<file path="config.mk">
export PLATFORM = sky130hd
export DESIGN_NAME = rls_rotate_seq_flat
export DESIGN_NICKNAME = d
export VERILOG_FILES = /design/src/rtl/rls_rotate_seq_if.sv /design/src/rtl/rls_rotate_seq.sv /design/src/flat_wrapper.sv
export SDC_FILE = /design/constraint.sdc
export NUM_CORES = 1
export LEC_CHECK = 0
export BUFFER_PORTS_ARGS = -buffer_cell sky130_fd_sc_hd__buf_2
export CORE_ASPECT_RATIO = 0.8
export CORE_MARGIN = 2
export CORE_UTILIZATION = 38
export DETAILED_ROUTE_END_ITERATION = 8
export PLACE_DENSITY = 0.83
export SYNTH_ARGS = -nofsm -noshare
export SYNTH_HDL_FRONTEND = slang
export SYNTH_SLANG_ARGS = --single-unit
</file>
<file path="constraint.sdc">
create_clock -name clk -period 1.2 [get_ports clk]
set_input_delay 0.12 -clock clk [delete_from_list [all_inputs] [get_ports clk]]
set_output_delay 0.12 -clock clk [all_outputs]
set_load 0.05 [all_outputs]
</file>
<file path="src/rtl/rls_rotate_seq_if.sv">
// Handshake and RLS-loop bundle for the rotation sequencer.
// slave is the sequencer's view; master is the environment (upstream, consumer, RLS).
interface rls_rotate_seq_if #(
  parameter int DATA_WIDTH      = 8,
  parameter int DATA_WIDTH_BITS = 3
);
   logic                       in_valid;
   logic                       in_ready;
   logic [DATA_WIDTH-1:0]      in_data;
   logic [DATA_WIDTH_BITS-1:0] in_rot;
   logic [DATA_WIDTH-1:0]      rls_data_in;
   logic                       rls_shift_enable;
   logic [DATA_WIDTH_BITS-1:0] rls_shift_count;
   logic [DATA_WIDTH-1:0]      rls_data_out;
   logic                       out_valid;
   logic                       out_ready;
   logic [DATA_WIDTH-1:0]      out_data;

   modport slave (
      input  in_valid, in_data, in_rot, rls_data_out, out_ready,
      output in_ready, rls_data_in, rls_shift_enable, rls_shift_count, out_valid, out_data
   );

   modport master (
      output in_valid, in_data, in_rot, rls_data_out, out_ready,
      input  in_ready, rls_data_in, rls_shift_enable, rls_shift_count, out_valid, out_data
   );
endinterface

</file>
<file path="src/rtl/rls_rotate_seq.sv">
// Iterative rotate-left sequencer: splits the amount into power-of-two RLS passes,
// LSB first, looping each RLS result back until the word is fully rotated.
module rls_rotate_seq #(
  parameter int DATA_WIDTH      = 8,
  parameter int DATA_WIDTH_BITS = 3
) (
   input  logic                 clk,
   input  logic                 rst_n,
   rls_rotate_seq_if.slave      bus
);
   typedef enum logic [1:0] {IDLE, ISSUE, WAIT, DONE} state_e;

   state_e                     state_q, state_d;
   logic [DATA_WIDTH-1:0]      wdata_q, wdata_d;
   logic [DATA_WIDTH_BITS-1:0] rem_q, rem_d;
   logic [DATA_WIDTH_BITS-1:0] rem_lsb;

   // Isolate the lowest set bit: this is the one-hot shift_count of the next pass.
   assign rem_lsb = rem_q & (~rem_q + DATA_WIDTH_BITS'(1));

   always_ff @(posedge clk or negedge rst_n) begin
      if (!rst_n) begin
         state_q <= IDLE;
         wdata_q <= '0;
         rem_q   <= '0;
      end else begin
         state_q <= state_d;
         wdata_q <= wdata_d;
         rem_q   <= rem_d;
      end
   end

   always_comb begin
      state_d = state_q;
      wdata_d = wdata_q;
      rem_d   = rem_q;
      case (state_q)
         IDLE: if (bus.in_valid) begin
            wdata_d = bus.in_data;
            rem_d   = bus.in_rot;
            state_d = ISSUE;
         end
         ISSUE: begin
            if (rem_q == '0) begin
               state_d = DONE;
            end else begin
               rem_d   = rem_q & ~rem_lsb;
               state_d = WAIT;
            end
         end
         // RLS registers its result, so it is only meaningful one cycle after issue.
         WAIT: begin
            wdata_d = bus.rls_data_out;
            state_d = ISSUE;
         end
         DONE: if (bus.out_ready) state_d = IDLE;
         default: state_d = IDLE;
      endcase
   end

   always_comb begin
      bus.in_ready         = (state_q == IDLE);
      bus.out_valid        = (state_q == DONE);
      bus.out_data         = wdata_q;
      bus.rls_data_in      = wdata_q;
      bus.rls_shift_enable = (state_q == ISSUE) && (rem_q != '0);
      bus.rls_shift_count  = bus.rls_shift_enable ? rem_lsb : '0;
   end
endmodule
</file>
<file path="src/flat_wrapper.sv">
// flat-port wrapper written by rule: the top's interface ports become plain ports
module rls_rotate_seq_flat 
#(
  parameter int DATA_WIDTH      = 8,
  parameter int DATA_WIDTH_BITS = 3
)
  (clk, rst_n, bus_in_valid, bus_in_data, bus_in_rot, bus_rls_data_out, bus_out_ready, bus_in_ready, bus_rls_data_in, bus_rls_shift_enable, bus_rls_shift_count, bus_out_valid, bus_out_data);
  rls_rotate_seq_if #(.DATA_WIDTH(DATA_WIDTH), .DATA_WIDTH_BITS(DATA_WIDTH_BITS)) bus_i ();
  input  logic clk;
  input  logic rst_n;
  input wire logic [$bits(bus_i.in_valid)-1:0] bus_in_valid;
  input wire logic [$bits(bus_i.in_data)-1:0] bus_in_data;
  input wire logic [$bits(bus_i.in_rot)-1:0] bus_in_rot;
  input wire logic [$bits(bus_i.rls_data_out)-1:0] bus_rls_data_out;
  input wire logic [$bits(bus_i.out_ready)-1:0] bus_out_ready;
  output wire logic [$bits(bus_i.in_ready)-1:0] bus_in_ready;
  output wire logic [$bits(bus_i.rls_data_in)-1:0] bus_rls_data_in;
  output wire logic [$bits(bus_i.rls_shift_enable)-1:0] bus_rls_shift_enable;
  output wire logic [$bits(bus_i.rls_shift_count)-1:0] bus_rls_shift_count;
  output wire logic [$bits(bus_i.out_valid)-1:0] bus_out_valid;
  output wire logic [$bits(bus_i.out_data)-1:0] bus_out_data;
  assign bus_i.in_valid = bus_in_valid;
  assign bus_i.in_data = bus_in_data;
  assign bus_i.in_rot = bus_in_rot;
  assign bus_i.rls_data_out = bus_rls_data_out;
  assign bus_i.out_ready = bus_out_ready;
  assign bus_in_ready = bus_i.in_ready;
  assign bus_rls_data_in = bus_i.rls_data_in;
  assign bus_rls_shift_enable = bus_i.rls_shift_enable;
  assign bus_rls_shift_count = bus_i.rls_shift_count;
  assign bus_out_valid = bus_i.out_valid;
  assign bus_out_data = bus_i.out_data;
  rls_rotate_seq #(.DATA_WIDTH(DATA_WIDTH), .DATA_WIDTH_BITS(DATA_WIDTH_BITS)) u_core (.clk(clk), .rst_n(rst_n), .bus(bus_i));
endmodule
</file>
* After elaboration in Yosys (flattened, before gate mapping)
Cells that the tools add are included.
Storage, ports and cells: register bits 13, latch bits 0, RAM bits 0, memory bits (read-only) 0, input port bits 23, logic and storage cells 33, memories kept 0
Cells by class: add/subtract/negate cells 1, multipliers 0, divide/modulo/power cells 0, order comparisons 0, eq/ne operators 6, shifts and indexed selects 0, mux-type cells 10, bitwise gates (word level) 4, reductions and logical operators 9
Operators by type and width (number):
- 8-bit case mux with 2 select lines | 1
- 3-bit two-way mux | 3
- 8-bit two-way mux | 1
- 2-bit case mux with 4 select lines | 1
- 3-bit bitwise AND | 2
- 2-bit inequality test (second input constant) | 3
- 3-bit inverter | 2
- 3-bit case mux with 2 select lines | 1
- 2-bit == test (second input constant) | 2
- 2-bit two-way mux | 2
- 2-bit AND reduction | 2
- 2-bit nonzero test | 2
- 3-bit by 1-bit adder with 3-bit output (second input constant) | 1
- 3-bit zero test | 1
- 3-bit AND reduction | 1
- 3-bit nonzero test | 1
- 2-bit by 1-bit == test with 1-bit output (second input constant) | 1
- 2-bit zero test | 1
- 1-bit logical AND | 1
- 1-bit two-way mux | 1

* Longest topological paths before layout
depth in word-level cells 7, gate-level depth with buffers 4

* Least setup slack after synthesis
Ideal clock, no wire load.
path type register to output, start point register u_core.state_q[0], end point output bus_rls_shift_count[1], data arrival time 2.230 ns, path slack -1.150 ns, cell stages (with the launch flop) 4, cells stage by stage dfrtp_1 -> buf_6 -> clkbuf_2 -> nor4b_1
Between the ends: cells in the longest elaborated chain, start to end 3
RTL lines:
- start: declaration | RTL line rls_rotate_seq.sv:13 | state_e state_q, state_d;
- start signal: assignment | RTL line rls_rotate_seq.sv:27 | state_q <= state_d;
- 2-bit by 1-bit == test with 1-bit output | RTL line rls_rotate_seq.sv:66 | bus.rls_shift_enable = (state_q == ISSUE) && (rem_q != '0);
- 1-bit logical AND | RTL line rls_rotate_seq.sv:66
- 3-bit two-way mux | RTL line rls_rotate_seq.sv:67 | bus.rls_shift_count = bus.rls_shift_enable ? rem_lsb : '0;
- end: declaration | RTL line flat_wrapper.sv:19 | output wire logic [$bits(bus_i.rls_shift_count)-1:0] bus_rls_shift_count;
Every way passes these cells.

* Worst setup path in the final report
start point register u_core.state_q[1], end point output bus_rls_shift_count[2]
The elaborated chain is that of the path after synthesis.

==> results.yml <==
run_status:
  outcome: "finished, violations left"
  violations: "setup timing"
place:
  placedInstanceArea_mm2: 0.001016
  portBuffers: 44
  dp_slack_ps: -74.36
  dp_hpwl_mm: 1.449
  place.gp.congestion: 0.7522
sta:
  layout_setup_ws_ps: -238.4
  slew_viol_final: 0
  setup_viol: 15
  fin_worst_skew_ps: 7.733
  rsz0062_at_grt: "yes"
  period_share_pct: 119.9
  worst_slew_pin_slew_ps: 299.5
  period_minus_slack_ps: 1438
  timing.fmax_mhz: 695.2
  slew-limit-headroom_pct: 80.03
  finalHoldViolations: 0
  setup-tns-final_ps: -2356
cells_and_area:
  final_cell_mix: "38 x buf_2, 14 x buf_4, 12 x buf_6, 10 x nand3b_1, 10 x dfrtp_1"
  final_common_cell: "buf_2"
  post-route-util_pct: 66.01
  num_antenna_cells: 0
  area_delta_synth_final_pct: 63.07
  drive_above_1_share_pct: 69.53
  num-nets-final: 152
  fin_area_mm2: 0.001249
synthesis:
  synth_adder_area_share_pct: 0
  synth_warnings: 0
  yosysSeqAreaShare_pct: 42.48
  synth_mux_area_share_pct: 0
  syn_nets: 94
  syn_area_per_cell_um2: 10.78
  synthSimpleGateAreaFrac_pct: 24.84
  synth_cells: 71
  synth_top_family_by_area: "simple AND/OR/NAND/NOR gates"
  synth_compound_area_share_pct: 18.30
  synth_seq_cells: 13
  synth-xor-area-share_pct: 0
  ys_types: 25
  synth_area_um2: 765.7
drt:
  ant_nets: 0
  via_count: 757
  vias_per_cell: 4.980
  wirelength_mm: 2.322
  wl_per_cell_um: 15.28
  drtIter0Drc: 20
  drc: 0
  drtPass1Iterations: 4
hold_path:
  hold_depth: 3
  min_from: "bus_in_rot[0]"
  min_path_type: "input port to register"
  worstHoldEndpoint: "u_core.rem_q[0]$_DFFE_PN0P_"
clock_network:
  clock_latency_ps: 280
  cts_tree: "yes"
  clockBufferDepth: 2
  clockRootBuffer: "clkbuf_4"
  htreeDepth: 1
  path_clk_slew_ps: 80
  cts_sinks: 13
  cts_buffers: 3
critical_path:
  crit_fanout: 6
  critical-path-top-delay-family: "flip-flops"
  r2r_start: "u_core.state_q[0]$_DFFE_PN0P_"
  r2r_cells: 5
  reg2reg_to: "u_core.bus.out_data[5]$_DFFE_PN0P_"
  endpoint_kind: "output pin"
  required_ps: 1080
  worstPathCellList: "nand3b_1, nor3_4, buf_6"
  rrSetupSlack_ps: -160
  start_kind: "register"
  critPathSlowestCell: "dfrtp_2"
  crit_type: "register to output pin"
  crit_arrival_ps: 1320
  max_stage_delay_ps: 450
  worst-path-buf-inv: 1
  crit_start: "u_core.state_q[1]$_DFFE_PN0P_"
global_routing:
  grt_pass1_vias: 757
  grt_usage_pct: 18.14
  gr-total-overflow: 0
  antenna_found_initial: 0
  grt_pass1_wl_mm: 3.215
  grt_max_degree: 14
job:
  maxCapViolations: 0
floorplan:
  start_util_pct: 40.48
  ios: 45
  die-area_mm2: 0.002392
  core_area_mm2: 0.001892
  die_h_um: 44.15
  die_w_um: 54.19
  fp-row-count: 14
kinds of logic after synthesis:
| group | after synthesis |
|---|---|
| flip-flops | 13 |
| AND/OR/NAND/NOR | 28 |
| buffers and inverters | 14 |
| AO/OA/AOI/OAI | 16 |
synth_stat cells:
cell,n,area [um^2]
dfrtp_1,13,325.3
nand3b_1,10,75.07
buf_4,9,67.56
o221a_2,8,90.09
buf_6,3,33.78
nand2_1,3,11.26
o21ai_0,3,15.01
and2_1,2,12.51
nand3_1,2,10.01
nor2_1,2,7.510
nor3_1,2,10.01
a21oi_1,1,5.000
a2bb2oi_1,1,8.760
and2b_1,1,7.510
and3b_1,1,8.760
clkbuf_2,1,5.000
inv_1,1,3.750
nand2b_4,1,13.76
nor2_2,1,6.260
nor2_4,1,11.26
nor3b_1,1,7.510
nor4b_1,1,8.760
o211ai_1,1,7.510
o21a_1,1,7.510
o22ai_1,1,6.260
worst max-delay path by stage:
stage / to / slack, ps / cells past startpoint
final: bus_rls_shift_count[2] / -240 / 3
after global routing: bus_rls_shift_count[2] / -300 / 3
after CTS: bus_rls_shift_count[2] / -230 / 3
after detailed placement: bus_rls_shift_count[2] / -70 / 3
after global placement: bus_rls_shift_count[2] / -30 / 3
after floorplan: bus_rls_shift_count[2] / -120 / 3
stage by stage:
step / instances / hold WS (ps)
after floorplan: 71 / -175.6
after global placement: 134 / 14.82
after detailed placement: 134 / 19.41
after CTS: 144 / 67.54
after global routing: 152 / 107.2
final: 152 / 69.17
final cells by class:
cell class / instances / area [um^2]
Sequential cell: 13 / 329.1
Tap cell: 24 / 30.03
Fill cell: 127 / 643.1
Multi-Input combinational cell: 44 / 404.1
Inverter: 1 / 3.754
Clock buffer: 4 / 26.28
Timing Repair Buffer: 66 / 455.4
registers in the layout (all words and copies together) (netlist names):
register,flops
u_core.state_q,2
u_core.bus.out_data,8
u_core.rem_q,3
routing by layer:
| layer | vias up | wire (um) | GRT usage, % | share of wire, % |
|---|---|---|---|---|
| met5 | - | 0 | 0 | 0 |
| met1 | 357 | 959 | 22.84 | 41 |
| met2 | 26 | 1212 | 30.60 | 52 |
| li1 | 369 | - | - | - |
| met3 | 5 | 128 | 4.392 | 5.5 |
| met4 | 0 | 21 | 5.500 | 0.90 |
what timing repair did:
item | 4_1_cts | 5_1_grt
resized for setup | 17 | 12
hold buffers | 1 | 0
endpoints found under the hold margin | 13 | 0
pin swaps | 8 | 7
buffers inserted | 5 | 8
setup endpoints to repair | 15 | 16
worst min-delay path, cell delays in order:
cell and delay, ps:
buf_2 80, nand3_1 60, nand2_1 60
Power is left out: the tool's default activity adds up to more than one toggle a clock period on the data nets, which glitch-free logic cannot reach.
